`src/rtl/vga_state_display.sv`:
```
// VGA timing generator and game-state colour selector for the display path.
// The game state is sampled once per frame so a screen never changes mid-frame.
//
// state_q  | meaning
// ---------+-----------------------------------------------
// ST_IDLE  | black screen
// ST_PLAY  | renderer colour (CIN) passed through
// ST_WIN   | WIN_COLOUR blinking, BLINK_FRAMES frames per phase
// ST_LOSE  | solid LOSE_COLOUR
module vga_state_display #(
    parameter int                   COLOUR_W     = 8,
    parameter int                   H_ADDR_W     = 10,
    parameter int                   V_ADDR_W     = 10,
    parameter int                   H_ACTIVE     = 640,
    parameter int                   H_FP         = 16,
    parameter int                   H_SYNC       = 96,
    parameter int                   H_BP         = 48,
    parameter int                   V_ACTIVE     = 480,
    parameter int                   V_FP         = 10,
    parameter int                   V_SYNC       = 2,
    parameter int                   V_BP         = 33,
    parameter logic                 SYNC_POL     = 1'b0,
    parameter int                   PIX_DIV      = 2,
    parameter int                   BLINK_FRAMES = 30,
    parameter logic [COLOUR_W-1:0]  WIN_COLOUR   = 8'b00010000,
    parameter logic [COLOUR_W-1:0]  LOSE_COLOUR  = 8'b00000111
) (
    input  logic                 CLK,
    input  logic                 RESETN,
    input  logic [1:0]           MASTER_STATE,
    input  logic [COLOUR_W-1:0]  CIN,
    output logic [H_ADDR_W-1:0]  ADDRH,
    output logic [V_ADDR_W-1:0]  ADDRV,
    output logic                 PIX_EN,
    output logic                 HS,
    output logic                 VS,
    output logic                 DE,
    output logic                 FRAME_START,
    output logic [COLOUR_W-1:0]  COLOUR
);

    localparam int H_TOTAL = H_ACTIVE + H_FP + H_SYNC + H_BP;
    localparam int V_TOTAL = V_ACTIVE + V_FP + V_SYNC + V_BP;
    localparam int DIV_W   = (PIX_DIV > 1) ? $clog2(PIX_DIV) : 1;
    localparam int BLINK_W = (BLINK_FRAMES > 1) ? $clog2(BLINK_FRAMES) : 1;

    localparam logic [DIV_W-1:0]    DIV_LAST     = DIV_W'(PIX_DIV - 1);
    localparam logic [BLINK_W-1:0]  BLINK_LAST   = BLINK_W'(BLINK_FRAMES - 1);
    localparam logic [H_ADDR_W-1:0] H_LAST       = H_ADDR_W'(H_TOTAL - 1);
    localparam logic [H_ADDR_W-1:0] H_VIS_END    = H_ADDR_W'(H_ACTIVE);
    localparam logic [H_ADDR_W-1:0] H_SYNC_START = H_ADDR_W'(H_ACTIVE + H_FP);
    localparam logic [H_ADDR_W-1:0] H_SYNC_END   = H_ADDR_W'(H_ACTIVE + H_FP + H_SYNC);
    localparam logic [V_ADDR_W-1:0] V_LAST       = V_ADDR_W'(V_TOTAL - 1);
    localparam logic [V_ADDR_W-1:0] V_VIS_END    = V_ADDR_W'(V_ACTIVE);
    localparam logic [V_ADDR_W-1:0] V_SYNC_START = V_ADDR_W'(V_ACTIVE + V_FP);
    localparam logic [V_ADDR_W-1:0] V_SYNC_END   = V_ADDR_W'(V_ACTIVE + V_FP + V_SYNC);

    typedef enum logic [1:0] {
        ST_IDLE = 2'd0,
        ST_PLAY = 2'd1,
        ST_WIN  = 2'd2,
        ST_LOSE = 2'd3
    } game_state_t;

    logic [DIV_W-1:0]    div_cnt;
    logic [H_ADDR_W-1:0] h_cnt;
    logic [V_ADDR_W-1:0] v_cnt;
    logic [BLINK_W-1:0]  blink_cnt;
    logic                blink_on;
    game_state_t         state_q;

    logic                h_last;
    logic                v_last;
    logic                frame_last;
    logic                vis;
    logic                h_sync_win;
    logic                v_sync_win;
    logic [COLOUR_W-1:0] mode_colour;

    assign ADDRH = h_cnt;
    assign ADDRV = v_cnt;

    // Pixel strobe: registered so PIX_EN is a clean one-CLK pulse.
    always_ff @(posedge CLK or negedge RESETN) begin
        if (!RESETN) begin
            div_cnt <= '0;
            PIX_EN  <= 1'b0;
        end else begin
            PIX_EN <= (div_cnt == DIV_LAST);
            if (div_cnt == DIV_LAST) begin
                div_cnt <= '0;
            end else begin
                div_cnt <= div_cnt + 1'b1;
            end
        end
    end

    always_comb begin
        h_last     = (h_cnt == H_LAST);
        v_last     = (v_cnt == V_LAST);
        frame_last = h_last && v_last;
        vis        = (h_cnt < H_VIS_END) && (v_cnt < V_VIS_END);
        h_sync_win = (h_cnt >= H_SYNC_START) && (h_cnt < H_SYNC_END);
        v_sync_win = (v_cnt >= V_SYNC_START) && (v_cnt < V_SYNC_END);
    end

    always_ff @(posedge CLK or negedge RESETN) begin
        if (!RESETN) begin
            h_cnt <= '0;
            v_cnt <= '0;
        end else if (PIX_EN) begin
            if (h_last) begin
                h_cnt <= '0;
                if (v_last) begin
                    v_cnt <= '0;
                end else begin
                    v_cnt <= v_cnt + 1'b1;
                end
            end else begin
                h_cnt <= h_cnt + 1'b1;
            end
        end
    end

    always_comb begin
        mode_colour = '0;
        case (state_q)
            ST_IDLE: mode_colour = '0;
            ST_PLAY: mode_colour = CIN;
            ST_WIN:  mode_colour = blink_on ? WIN_COLOUR : '0;
            ST_LOSE: mode_colour = LOSE_COLOUR;
            default: mode_colour = '0;
        endcase
    end

    // Output stage lags the counters by one pixel slot; CIN is sampled here.
    always_ff @(posedge CLK or negedge RESETN) begin
        if (!RESETN) begin
            DE     <= 1'b0;
            HS     <= ~SYNC_POL;
            VS     <= ~SYNC_POL;
            COLOUR <= '0;
        end else if (PIX_EN) begin
            DE     <= vis;
            HS     <= h_sync_win ? SYNC_POL : ~SYNC_POL;
            VS     <= v_sync_win ? SYNC_POL : ~SYNC_POL;
            COLOUR <= vis ? mode_colour : '0;
        end
    end

    always_ff @(posedge CLK or negedge RESETN) begin
        if (!RESETN) begin
            state_q     <= ST_IDLE;
            blink_cnt   <= '0;
            blink_on    <= 1'b1;
            FRAME_START <= 1'b0;
        end else begin
            FRAME_START <= 1'b0;
            if (PIX_EN && frame_last) begin
                FRAME_START <= 1'b1;
                state_q     <= game_state_t'(MASTER_STATE);
                if (game_state_t'(MASTER_STATE) != ST_WIN || state_q != ST_WIN) begin
                    // Entering (or outside) the win screen always starts lit.
                    blink_cnt <= '0;
                    blink_on  <= 1'b1;
                end else if (blink_cnt == BLINK_LAST) begin
                    blink_cnt <= '0;
                    blink_on  <= ~blink_on;
                end else begin
                    blink_cnt <= blink_cnt + 1'b1;
                end
            end
        end
    end

endmodule

```
`config.mk`:
```
export PLATFORM = sky130hd
export DESIGN_NAME = vga_state_display
export DESIGN_NICKNAME = d
export VERILOG_FILES = /design/src/rtl/vga_state_display.sv
export SDC_FILE = /design/constraint.sdc
export NUM_CORES = 1
export LEC_CHECK = 0
export ABC_AREA = 1
export CAP_MARGIN = 20
export CORE_MARGIN = 2
export CORE_UTILIZATION = 56
export DETAILED_ROUTE_END_ITERATION = 10
export PLACE_DENSITY = 0.93
export SYNTH_ARGS = -nofsm -noshare
export SYNTH_HDL_FRONTEND = slang
export SYNTH_SLANG_ARGS = --single-unit
```
`constraint.sdc`:
```
create_clock -name CLK -period 2.9 [get_ports CLK]
set_input_delay 0.87 -clock CLK [delete_from_list [all_inputs] [get_ports CLK]]
set_output_delay 0.87 -clock CLK [all_outputs]
set_load 0.01 [all_outputs]
```
==> Yosys cells after proc, flatten, opt, wreduce, memory -nomap -nowiden <==
Index checks and enable logic that the tools add are counted.
{ "word_totals": {"out_inout_bits": 33, "elab_cells": 54, "ff_bits": 42, "inputBits": 12} }
{ "op_classes": {"n_addsub": 4, "order_cmp": 6, "n_reduce_logical": 10, "muxes": 13, "n_eq_ne": 8, "bitwise_logic": 1} }
{ "op_table": {"columns": ["cell", "n"], "rows": [
  ["$pmux W8 S4", 1],
  ["$add A10 B1 Y10 const B", 2],
  ["$eq A10 B10 Y1 const B", 2],
  ["$lt A10 B10 Y1 const B", 2],
  ["$lt A10 B9 Y1 const B", 2],
  ["$mux W10", 2],
  ["$mux W5", 3],
  ["$ge A10 B10 Y1 const B", 1],
  ["$ge A10 B9 Y1 const B", 1],
  ["$mux W8", 1],
  ["$mux W1", 6],
  ["$add A5 B1 Y5 const B", 1],
  ["$eq A5 B5 Y1 const B", 1],
  ["$logic_and A1 B1 Y1", 5],
  ["$eq A2 B2 Y1 const B", 2],
  ["$ne A2 B2 Y1 const B", 2],
  ["$reduce_and A2 Y1", 2],
  ["$eq A2 B1 Y1 const B", 1],
  ["$logic_not A2 Y1", 1],
  ["$reduce_bool A2 Y1", 1],
  ["$add A1 B1 Y1 const B", 1],
  ["$logic_or A1 B1 Y1", 1],
  ["$not A1 Y1", 1]
]} }

==> Depth between registers and ports, before layout <==
Gate-level depths: netlist of run 1.
{ "depth": {"word_depth": 4, "ltp_mapped": 9, "ltp_nobuf": 9} }

==> Worst setup path before layout of run 1 <==
No wires, ideal clock.
{ "synth_path": {"path_type": "in2reg", "from": "input MASTER_STATE[1]", "to": "register blink_cnt[1]", "setup_time_ns": 0.074, "arrival_ns": 1.439, "path_stages": 6, "t_required_ns": 2.826, "path_slack_ns": 1.388, "path_buffers": 0, "cell_sequence": "nand3_1 > nor2_1 > nand2_1 > nor2_1 > nand3_2 > o21ai_2"} }
{ "synth_via": {"elab_chain_len": 3} }
{ "synth_lines": {"columns": ["item", "line", "text"], "rows": [
  ["start: declaration", "30", "input logic [1:0] MASTER_STATE,"],
  ["$ne A2 B2 Y1", "162", "if (game_state_t'(MASTER_STATE) != ST_WIN || state_q != ST_WIN) begin"],
  ["$logic_or A1 B1 Y1", "162", null],
  ["$mux W5", "162", null],
  ["end signal: assignment", "170", "blink_cnt <= blink_cnt + 1'b1;"],
  ["end: declaration", "68", "logic [BLINK_W-1:0] blink_cnt;"]
]} }
Every way passes these cells.
A chain may end at the register's enable or synchronous reset.

==> Worst setup path in the final report of run 1 <==
{ "layout_path": {"from": "register h_cnt[7] (netlist: ADDRH[7])", "to": "output ADDRH[7]"} }
{ "layout_lines": {"columns": ["item", "line", "text"], "rows": [
  ["start: declaration", "66", "logic [H_ADDR_W-1:0] h_cnt;"],
  ["start signal: assignment", "120", "h_cnt <= h_cnt + 1'b1;"],
  ["end: declaration", "32", "output logic [H_ADDR_W-1:0] ADDRH,"]
]} }
No word-level cell between the ends.

==> run metrics, run 1 <==
Critical Path Fanout Max 9; Critical Path Source Type flip-flop; RSZ-0062 raised after global routing no; hold-fix buffer count after cts 0; power per unit of standard cell area 346.7 nW/um^2; Buffers & Inverters on Critical Path 1; Final Instance Count excl. Fillers 391; Min Clock Period, post-route 2325 ps; crit path kind reg -> out; Fmax 430.1 MHz; data arrival at the endpoint of the critical path 1450 ps; total overflow reported by the global router 0; top cells by area, synth dfrtp_1 (42%), nand2_1 (13%), nand3_1 (7.3%); FF-to-FF path depth 8; cell taking the most area after synthesis dfrtp_1; Global Route Usage Sum 0.2516; clk sinks 42; Die Height 68.69 um; Synth Net Count 314; end of the worst register-to-register path ADDRV[2]$_DFFE_PN0P_; Post-synth EDFFs 0; largest net degree at the start of global routing 43; Req. time, crit path 2030 ps; number of iterations in the first detailed-routing pass 4; cells after synthesis 296; R2R setup slack 1180 ps; clock latency reported for the late side of the worst-skew pair 290 ps; CTS H-tree depth 2; antenna violations before repair 0; via density per instance 5.476; number of max-slew violations in the final report 0; outcome finished clean; Routability Congestion 0.8515; Max Clock Skew 4.574 ps; final WL 5445 um; via count 2141; critical path's top delay family buffers and inverters; cell chain of the critical path clkdlybuf4s50_1; share of synthesized registers carrying an async set or reset 1.000; Detail Placement HPWL 3860 um; global-route wire length before repair 8749 um; sequential-to-total area share from yosys stat 0.4501; worst setup path startpoint ADDRH[7]$_DFFE_PN0P_; core area 4000 sq um; fin nets 358; number of DRC violations after detailed-routing iteration 0 157; die outline width 68.69 um; slack of the critical path 575.2 ps; top-level port count 45; worst max-slew margin expressed relative to the limit 0.3897; Post-CTS Setup Bufs 0; largest voltage drop on the vdd net 0.0002083 V; number of gates resized after CTS 0; Synth Register Bits 42; most used cells in the layout excluding fill and tap cells nand2_1 (81), clkdlybuf4s50_1 (43), dfrtp_1 (39), nand3_1 (34), inv_1 (29); endpoint class of the critical path output pin; synth-to-layout area growth 23.01%; cell count after placement 383; count of input and output buffers 44; Synth Cell Area 2343 sq um; cts bufs inserted 5; share of Yosys cell area claimed by the top area cell type 0.4164; cell row count 23; maximum root-to-sink buffer count 2; top_reg_cell synth dfrtp_1; transition time at the pin with the least slew margin 915.5 ps; WL per Instance 13.93 um; mean post-synth cell area 7.917 sq um; TritonCTS clock tree built; period utilization 0.8017; Final TNS setup 0 ps; worst slack after detailed placement 796.7 ps; Hold WC Path Type reg -> reg; Crit. path cell count 1; number of max-capacitance violations reported 0; Reg-to-Reg Start ADDRH[0]$_DFFE_PN0P_; final routed DRC violation total 0; number of global-route vias before repair 1938; initial core utilization 0.5859; worst hold slack after final layout 388.7 ps; Setup-failing EPs final 0; number of antenna cells inserted 0; clock root cell clkbuf_8; CP peak stage delay 610 ps; end of the critical path ADDRH[7]; cell with the largest stage delay on the worst path clkdlybuf4s50_1; yosys warns 0; library cells used by synthesis 32; layout cell share with drive strength beyond 1 0.09677; DIE AREA 4718 sq um; count of final hold-check violations 0; most frequent standard cell in the layout excluding fill and tap cells nand2_1; leakage power 1.315 nW; clock input transition at the sequential cells of the worst setup and hold paths 80 ps; ANT nets after route 0
==> cells in the mapped netlist (2+ instances only) <==
cell,count
nand2_1,81
dfrtp_1,39
nand3_1,34
inv_1,29
nor2_1,25
o21ai_0,18
nand4_1,9
nor3_1,7
ha_1,6
nor2_4,5
xor2_1,5
inv_2,4
o21ai_1,4
buf_4,3
dfstp_2,3
nor2_2,3
a21oi_1,2
buf_6,2
nand3_2,2
o21bai_1,2
or2_2,2
==> registers in the layout, summed over array words and instances, names as in the netlist <==
register / flops
ADDRH: 10
ADDRV: 10
COLOUR: 8
blink_cnt: 5
state_q: 2
DE: 1
FRAME_START: 1
HS: 1
PIX_EN: 1
VS: 1
blink_on: 1
div_cnt: 1
==> worst min path at each step <==
stage / start / endpoint / slack [ps] / depth (start not counted)
floorplan: div_cnt$_DFF_PN0_ / PIX_EN$_DFF_PN0_ / 350 / 0
CTS: div_cnt$_DFF_PN0_ / PIX_EN$_DFF_PN0_ / 390 / 0
detailed placement: div_cnt$_DFF_PN0_ / PIX_EN$_DFF_PN0_ / 370 / 0
finish: div_cnt$_DFF_PN0_ / PIX_EN$_DFF_PN0_ / 390 / 0
global placement: div_cnt$_DFF_PN0_ / PIX_EN$_DFF_PN0_ / 360 / 0
global route: div_cnt$_DFF_PN0_ / PIX_EN$_DFF_PN0_ / 410 / 0
==> metrics by stage <==
stage / total power, mW / area (sq um) / utilization
2_1_floorplan: 0.5970 / 2344 / -
3_3_place_gp: 0.6229 / 2791 / 0.6978
3_5_place_dp: 0.6231 / 2791 / 0.6978
4_1_cts: 1.005 / 2883 / 0.7207
5_1_grt: 1.026 / 2883 / 0.7207
6_report: 0.9996 / 2883 / 0.7207
==> layer usage <==
| metal | GRT usage | wire length (um) | vias to the layer above |
|---|---|---|---|
| met5 | 0 | 0 | - |
| met4 | 0.1201 | 104 | 0 |
| met3 | 0.04058 | 287 | 10 |
| met2 | 0.4279 | 2777 | 69 |
| met1 | 0.3114 | 2275 | 1017 |
| li1 | - | - | 1045 |
==> kinds of logic (layout without fill, tap and decap cells) <==
group / count (synthesis) / in the layout / share of synthesized area
AO/OA/AOI/OAI: 29 / 29 / 0.06781
AND/OR/NAND/NOR: 173 / 173 / 0.3540
adder cells (fa/ha/maj): 6 / 6 / 0.03203
XOR/XNOR: 5 / 5 / 0.01869
buffers and inverters: 41 / 86 / 0.07741
flip-flops: 42 / 42 / 0.4501
==> report_power, final <==
part	internal [mW]	total (mW)	switching (mW)
clock	0.192	0.389	0.197
sequential	0.585	0.585	0
combinational	0.0122	0.0253	0.0132
==> final cells by class <==
class	instances	area, sq um
Clock buffer	7	86.33
Clock inverter	1	5.005
Fill cell	302	1117
Inverter	33	123.9
Multi-Input combinational cell	213	1107
Sequential cell	42	1055
Tap cell	50	62.56
Timing Repair Buffer	45	442.9
Note: power is estimated with default switching activity, not from simulation.
==> inputs of run 2 (changes only) <==
--- a/config.mk
+++ b/config.mk
@@ -8,9 +8,9 @@
 export ABC_AREA = 1
 export CAP_MARGIN = 20
 export CORE_MARGIN = 2
-export CORE_UTILIZATION = 56
+export CORE_UTILIZATION = 47
 export DETAILED_ROUTE_END_ITERATION = 10
-export PLACE_DENSITY = 0.93
+export PLACE_DENSITY = 0.84
 export SYNTH_ARGS = -nofsm -noshare
 export SYNTH_HDL_FRONTEND = slang
 export SYNTH_SLANG_ARGS = --single-unit
==> constraint.sdc (replaced) <==
create_clock -name CLK -period 1.9 [get_ports CLK]
set_input_delay 0.57 -clock CLK [delete_from_list [all_inputs] [get_ports CLK]]
set_output_delay 0.57 -clock CLK [all_outputs]
set_load 0.01 [all_outputs]
==> run 2 against run 1 <==
Effect of this change: register-to-register slack worse by 980 ps; die area up 18%; final area up 3.3%; via count up 0.28%; combinational power up 62%; first-iteration DRC count down 6.4%; sequential share of layout area down 0.90 points; clock skew up 3.3 ps; cell count up 6.6%; flip-flop and latch count unchanged; core utilization down 9.5 points; clock power up 53%.
==> run metrics, run 2 (synthesized netlist as in run 1, its figures left out) <==
Global Route Usage Sum 0.2084 (-0.04327); number of antenna cells inserted 0 (unchanged); Critical Path Source Type flip-flop; Setup-failing EPs final 0 (unchanged); Hold WC Path Type in -> async; Fmax 535.6 MHz; initial core utilization 0.4929 (-0.09297); power share of the combinational group 0.027 (+0.002); top-level port count 45 (unchanged); number of max-capacitance violations reported 0 (unchanged); power per unit of standard cell area 514.2 nW/um^2 (+48%); clock latency reported for the late side of the worst-skew pair 300 ps (about the same); TritonCTS clock tree built; number of max-slew violations in the final report 0 (unchanged); number of DRC violations after detailed-routing iteration 0 147 (-6.4%); DIE AREA 5567 sq um (+18%); maximum root-to-sink buffer count 2 (unchanged); cell chain of the critical path clkdlybuf4s50_1; final routed DRC violation total 0 (unchanged); total power of the final layout 1.531 mW (+53%); leakage power 1.350 nW (+2.7%); Clk network pwr share 0.390 (about the same); global-route track usage on met3 0.04418 (+0.003592); critical path's top delay family buffers and inverters; cell row count 25 (+8.7%); RSZ-0062 raised after global routing no; clock input transition at the sequential cells of the worst setup and hold paths 80 ps (about the same); Die Height 74.61 um (+8.6%); synth-to-layout area growth 27.02%; part of the power in registers 0.584 (-0.002); Final TNS setup 0 ps (unchanged); clock root cell clkbuf_8; die outline width 74.61 um (+8.6%); met1 track demand over resource in global routing 0.2756 (-0.03577); met2 global-route usage 0.3412 (-0.08669); Max Clock Skew 7.841 ps (+3.267 ps); most used routing layer met2; clk sinks 42 (unchanged); Req. time, crit path 1330 ps (-700 ps); CTS H-tree depth 2 (unchanged); period utilization 0.9826; standard cell area after detailed placement 2865 sq um (+2.6%); switching power as a share of total power 0.2118 (+0.001781); core area 4755 sq um (+19%); total overflow reported by the global router 0 (unchanged); layout cell share with drive strength beyond 1 0.1371 (+0.04037); outcome finished clean; hold-fix buffer count after cts 0 (unchanged); data arrival at the endpoint of the critical path 1300 ps (-150 ps); WL per Instance 12.97 um (-6.9%); via count 2147 (+0.28%); endpoint class of the critical path output pin; antenna violations before repair 0 (unchanged); worst max-slew margin expressed relative to the limit 0.6387 (+0.2490); cell with the largest stage delay on the worst path clkdlybuf4s50_1; crit path kind reg -> out; largest net degree at the start of global routing 43 (unchanged); via density per instance 5.149 (-6.0%); Routability Congestion 0.8988 (+5.6%); CP peak stage delay 570 ps (-40 ps); global-route wire length before repair 8914 um (+1.9%); cell-internal power 1.206 mW (+53%); Finished Cell Area 2977 sq um (+3.3%); Final Instance Count excl. Fillers 417 (+6.6%); cts bufs inserted 5 (unchanged); Buffers & Inverters on Critical Path 1 (unchanged); most frequent standard cell in the layout excluding fill and tap cells nand2_1; number of global-route vias before repair 1977 (+2.0%); most used cells in the layout excluding fill and tap cells nand2_1 (81), clkdlybuf4s50_1 (41), nand3_1 (34), dfrtp_1 (33), inv_1 (29); count of final hold-check violations 0 (unchanged); largest voltage drop on the vdd net 0.0003160 V (+52%); Critical Path Fanout Max 6 (-3); fin nets 367 (+2.5%); count of input and output buffers 44 (unchanged); ANT nets after route 0 (unchanged); Min Clock Period, post-route 1867 ps; Detail Placement HPWL 3843 um (-0.44%); final WL 5408 um (-0.68%); transition time at the pin with the least slew margin 542.0 ps (-373.5 ps); number of iterations in the first detailed-routing pass 4 (unchanged); Finished Core Util 0.6261 (-0.09462); cell count after placement 407 (+6.3%); Net Switching 324.3 uW (+54%)
[run 2: cell types whose count changed in the layout (fill, tap and decap cells not counted), sizes merged]
cell           previous run  this run
buf                       2        11
clkdlybuf4s50            43        41
dlygate4sd2               0         2
[run 2: cell type report]
class	instances	area, sq um
repair buffers	54	508.0
well taps	67	83.83
clock buffers	7	86.33
clock inverters	1	5.005
fillers	440	1778
multi-input cells	213	1107
flip-flops and latches	42	1062
inverters	33	123.9
[run 2: worst paths after layout]
kind	from	endpoint	cells past startpoint	slack, ps
max in group asynchronous	RESETN	ADDRV[8]$_DFFE_PN0P_	2	1160
hold / removal	RESETN	COLOUR[0]$_DFFE_PN0P_	2	350
setup / recovery	ADDRH[3]$_DFFE_PN0P_	ADDRH[3]	1	30
setup reg to reg	ADDRH[0]$_DFFE_PN0P_	blink_on$_DFFE_PN1P_	8	200
min in group CLK	div_cnt$_DFF_PN0_	PIX_EN$_DFF_PN0_	0	380
hold reg to reg	div_cnt$_DFF_PN0_	PIX_EN$_DFF_PN0_	0	380
[run 2: metal layers]
layer,wire length (um),vias up
li1,-,1066
met1,2571,1030
met2,2540,45
met3,224,6
met4,72,0
met5,0,-
[run 2: through the flow]
| stage | hold WS, ps | worst slack (ps) |
|---|---|---|
| floorplan | 274.4 | 456.2 |
| global placement | 361.8 | 119.5 |
| detailed placement | 369.6 | 44.97 |
| CTS | 359.1 | 4.133 |
| global route | 400.8 | 3.411 |
| finish | 345.2 | 33.06 |
[run 2: timing repair]
action,CTS,global route
gates resized for setup,6,2
setup endpoints to repair,7,3
setup buffers,1,1
[run 2: power groups by stage]
stage | logic, mW | clock network [mW] | registers [mW]
after floorplan | 0.0000143 | 0 | 0.911
after global placement | 0.0416 | 0 | 0.911
after detailed placement | 0.0420 | 0 | 0.911
after CTS | 0.0423 | 0.610 | 0.893
after global routing | 0.0464 | 0.641 | 0.893
final | 0.0410 | 0.596 | 0.893
==> inputs of run 3 (changes only) <==
--- a/config.mk
+++ b/config.mk
@@ -7,9 +7,10 @@
 export LEC_CHECK = 0
 export ABC_AREA = 1
 export CAP_MARGIN = 20
-export CORE_MARGIN = 2
+export CORE_MARGIN = 3
 export CORE_UTILIZATION = 47
 export DETAILED_ROUTE_END_ITERATION = 10
+export HOLD_SLACK_MARGIN = 0.02
 export PLACE_DENSITY = 0.84
 export SYNTH_ARGS = -nofsm -noshare
 export SYNTH_HDL_FRONTEND = slang
==> run 3 against run 2 <==
Effect of this change: final area increased by 2.0%; global-route usage decreased by 1.4 points; routed wire length rose by 2.6%; core utilization grew 0.85 points.
==> run metrics, run 3 (synthesized netlist as in run 1, its figures left out) <==
count of input and output buffers 44 (unchanged); cell chain of the critical path clkdlybuf4s50_1; Finished Core Util 0.6345 (+0.008457); end of the worst register-to-register path ADDRV[6]$_DFFE_PN0P_; top-level port count 45 (unchanged); Max Clock Skew 2.780 ps (-5.061 ps); CP peak stage delay 570 ps (about the same); WL per Instance 13.09 um (+0.95%); Min Clock Period, post-route 1873 ps (+5.903 ps); Hold WC Path Type in -> async; R2R setup slack 220 ps (+20 ps); slack of the critical path 27.15 ps (-5.903 ps); number of DRC violations after detailed-routing iteration 0 129 (-12%); Critical Path Fanout Max 4 (-2); FF-to-FF path depth 8 (unchanged); largest net degree at the start of global routing 43 (unchanged); fin nets 374 (+1.9%); Fmax 533.9 MHz (-0.32%); Die Height 76.61 um (+2.7%); most frequent standard cell in the layout excluding fill and tap cells nand2_1; cts bufs inserted 5 (unchanged); endpoint class of the critical path output pin; number of iterations in the first detailed-routing pass 4 (unchanged); antenna violations before repair 0 (unchanged); initial core utilization 0.4897 (-0.003222); maximum root-to-sink buffer count 2 (unchanged); Detail Placement HPWL 3829 um (-0.37%); Critical Path Source Type flip-flop; outcome finished clean; number of max-capacitance violations reported 0 (unchanged); TritonCTS clock tree built; most used cells in the layout excluding fill and tap cells nand2_1 (81), clkdlybuf4s50_1 (41), nand3_1 (34), dfrtp_1 (30), inv_1 (29); power per unit of standard cell area 507.1 nW/um^2 (-1.4%); final routed DRC violation total 0 (unchanged); Req. time, crit path 1330 ps (about the same); worst slack after detailed placement 111.3 ps (+66.33 ps); hold-fix buffer count after cts 0 (unchanged); Routability Congestion 0.9378 (+4.3%); worst hold slack after final layout 330.9 ps (-14.32 ps); largest voltage drop on the vdd net 0.0003669 V (+16%); number of max-slew violations in the final report 0 (unchanged); Final TNS setup 0 ps (unchanged); Global Route Usage Sum 0.1941 (-0.01423); Buffers & Inverters on Critical Path 1 (unchanged); via density per instance 5.113 (-0.69%); data arrival at the endpoint of the critical path 1300 ps (about the same); Reg-to-Reg Start ADDRH[0]$_DFFE_PN0P_; via count 2168 (+0.98%); core area 4786 sq um (+0.66%); global-route wire length before repair 9232 um (+3.6%); transition time at the pin with the least slew margin 533.3 ps (-8.764 ps); RSZ-0062 raised after global routing no; number of global-route vias before repair 2048 (+3.6%); layout cell share with drive strength beyond 1 0.1653 (+0.02812); clock latency reported for the late side of the worst-skew pair 300 ps (about the same); standard cell area after detailed placement 2873 sq um (+0.26%); synth-to-layout area growth 29.58%; Finished Cell Area 3037 sq um (+2.0%); clock root cell clkbuf_8; CTS H-tree depth 2 (unchanged); crit path kind reg -> out; Setup-failing EPs final 0 (unchanged); die outline width 76.61 um (+2.7%); cell with the largest stage delay on the worst path clkdlybuf4s50_1; number of antenna cells inserted 0 (unchanged); total overflow reported by the global router 0 (unchanged); cell count after placement 408 (+0.25%); clk sinks 42 (unchanged); clock input transition at the sequential cells of the worst setup and hold paths 80 ps (about the same); critical path's top delay family buffers and inverters; cell row count 25 (unchanged); final WL 5551 um (+2.6%); count of final hold-check violations 0 (unchanged); Final Instance Count excl. Fillers 424 (+1.7%); total power of the final layout 1.540 mW (+0.60%); period utilization 0.9857 (+0.003107); DIE AREA 5869 sq um (+5.4%); worst max-slew margin expressed relative to the limit 0.6445 (+0.005843); leakage power 1.382 nW (+2.4%); ANT nets after route 0 (unchanged)
[run 3: cell count changes in the layout (fill, tap and decap cells not counted), sizes merged]
| cell | delta |
|---|---|
| clkinvlp | +1 |
| buf | +7 |
| clkbuf | -1 |
[run 3: repair_timing]
action	4_1_cts	5_1_grt
buffers inserted	0	8
hold endpoints to repair	0	0
pin swaps	0	0
setup endpoints to repair	6	10
resized for setup	6	5
[run 3: worst max path at each step]
stage / start / to / slack [ps] / cells past startpoint
global route: ADDRH[1]$_DFFE_PN0P_ / ADDRH[1] / 2 / 1
detailed placement: MASTER_STATE[1] / blink_cnt[1]$_DFFE_PN0P_ / 110 / 7
finish: ADDRH[6]$_DFFE_PN0P_ / ADDRH[6] / 30 / 1
global placement: MASTER_STATE[1] / blink_cnt[1]$_DFFE_PN0P_ / 110 / 7
floorplan: ADDRV[0]$_DFFE_PN0P_ / blink_cnt[4]$_DFFE_PN0P_ / 460 / 9
CTS: ADDRV[0]$_DFFE_PN0P_ / ADDRV[0] / 4 / 1
[run 3: power breakdown]
part	internal (mW)	switching (mW)	total, mW	leakage (nW)
sequential	0.893	0	0.893	0.492
combinational	0.0199	0.0210	0.0410	0.843
clock	0.292	0.314	0.606	0.0472
[run 3: cell type report]
class / count / area, sq um
clock buffer: 6 / 82.58
clock inverter: 2 / 12.51
fill: 404 / 1749
inverter: 33 / 123.9
multi-input combinational: 213 / 1107
sequential: 42 / 1066
tap: 67 / 83.83
timing repair buffer: 61 / 560.5
[run 3: worst register-to-register path, delay by kind of cell, from the launching register on]
family | cells | cell delay [ps]
and+or+nand+nor | 7 | 950
DFF | 1 | 410
adders and majority gates | 1 | 230
[run 3: per-layer routing]
layer / part of all wire / wire, um / vias up / track usage
met3: 0.063 / 351 / 14 / 0.04846
met1: 0.45 / 2475 / 993 / 0.2335
met2: 0.47 / 2634 / 83 / 0.3339
li1: - / - / 1078 / -
met4: 0.016 / 89 / 0 / 0.07428
met5: 0 / 0 / - / 0
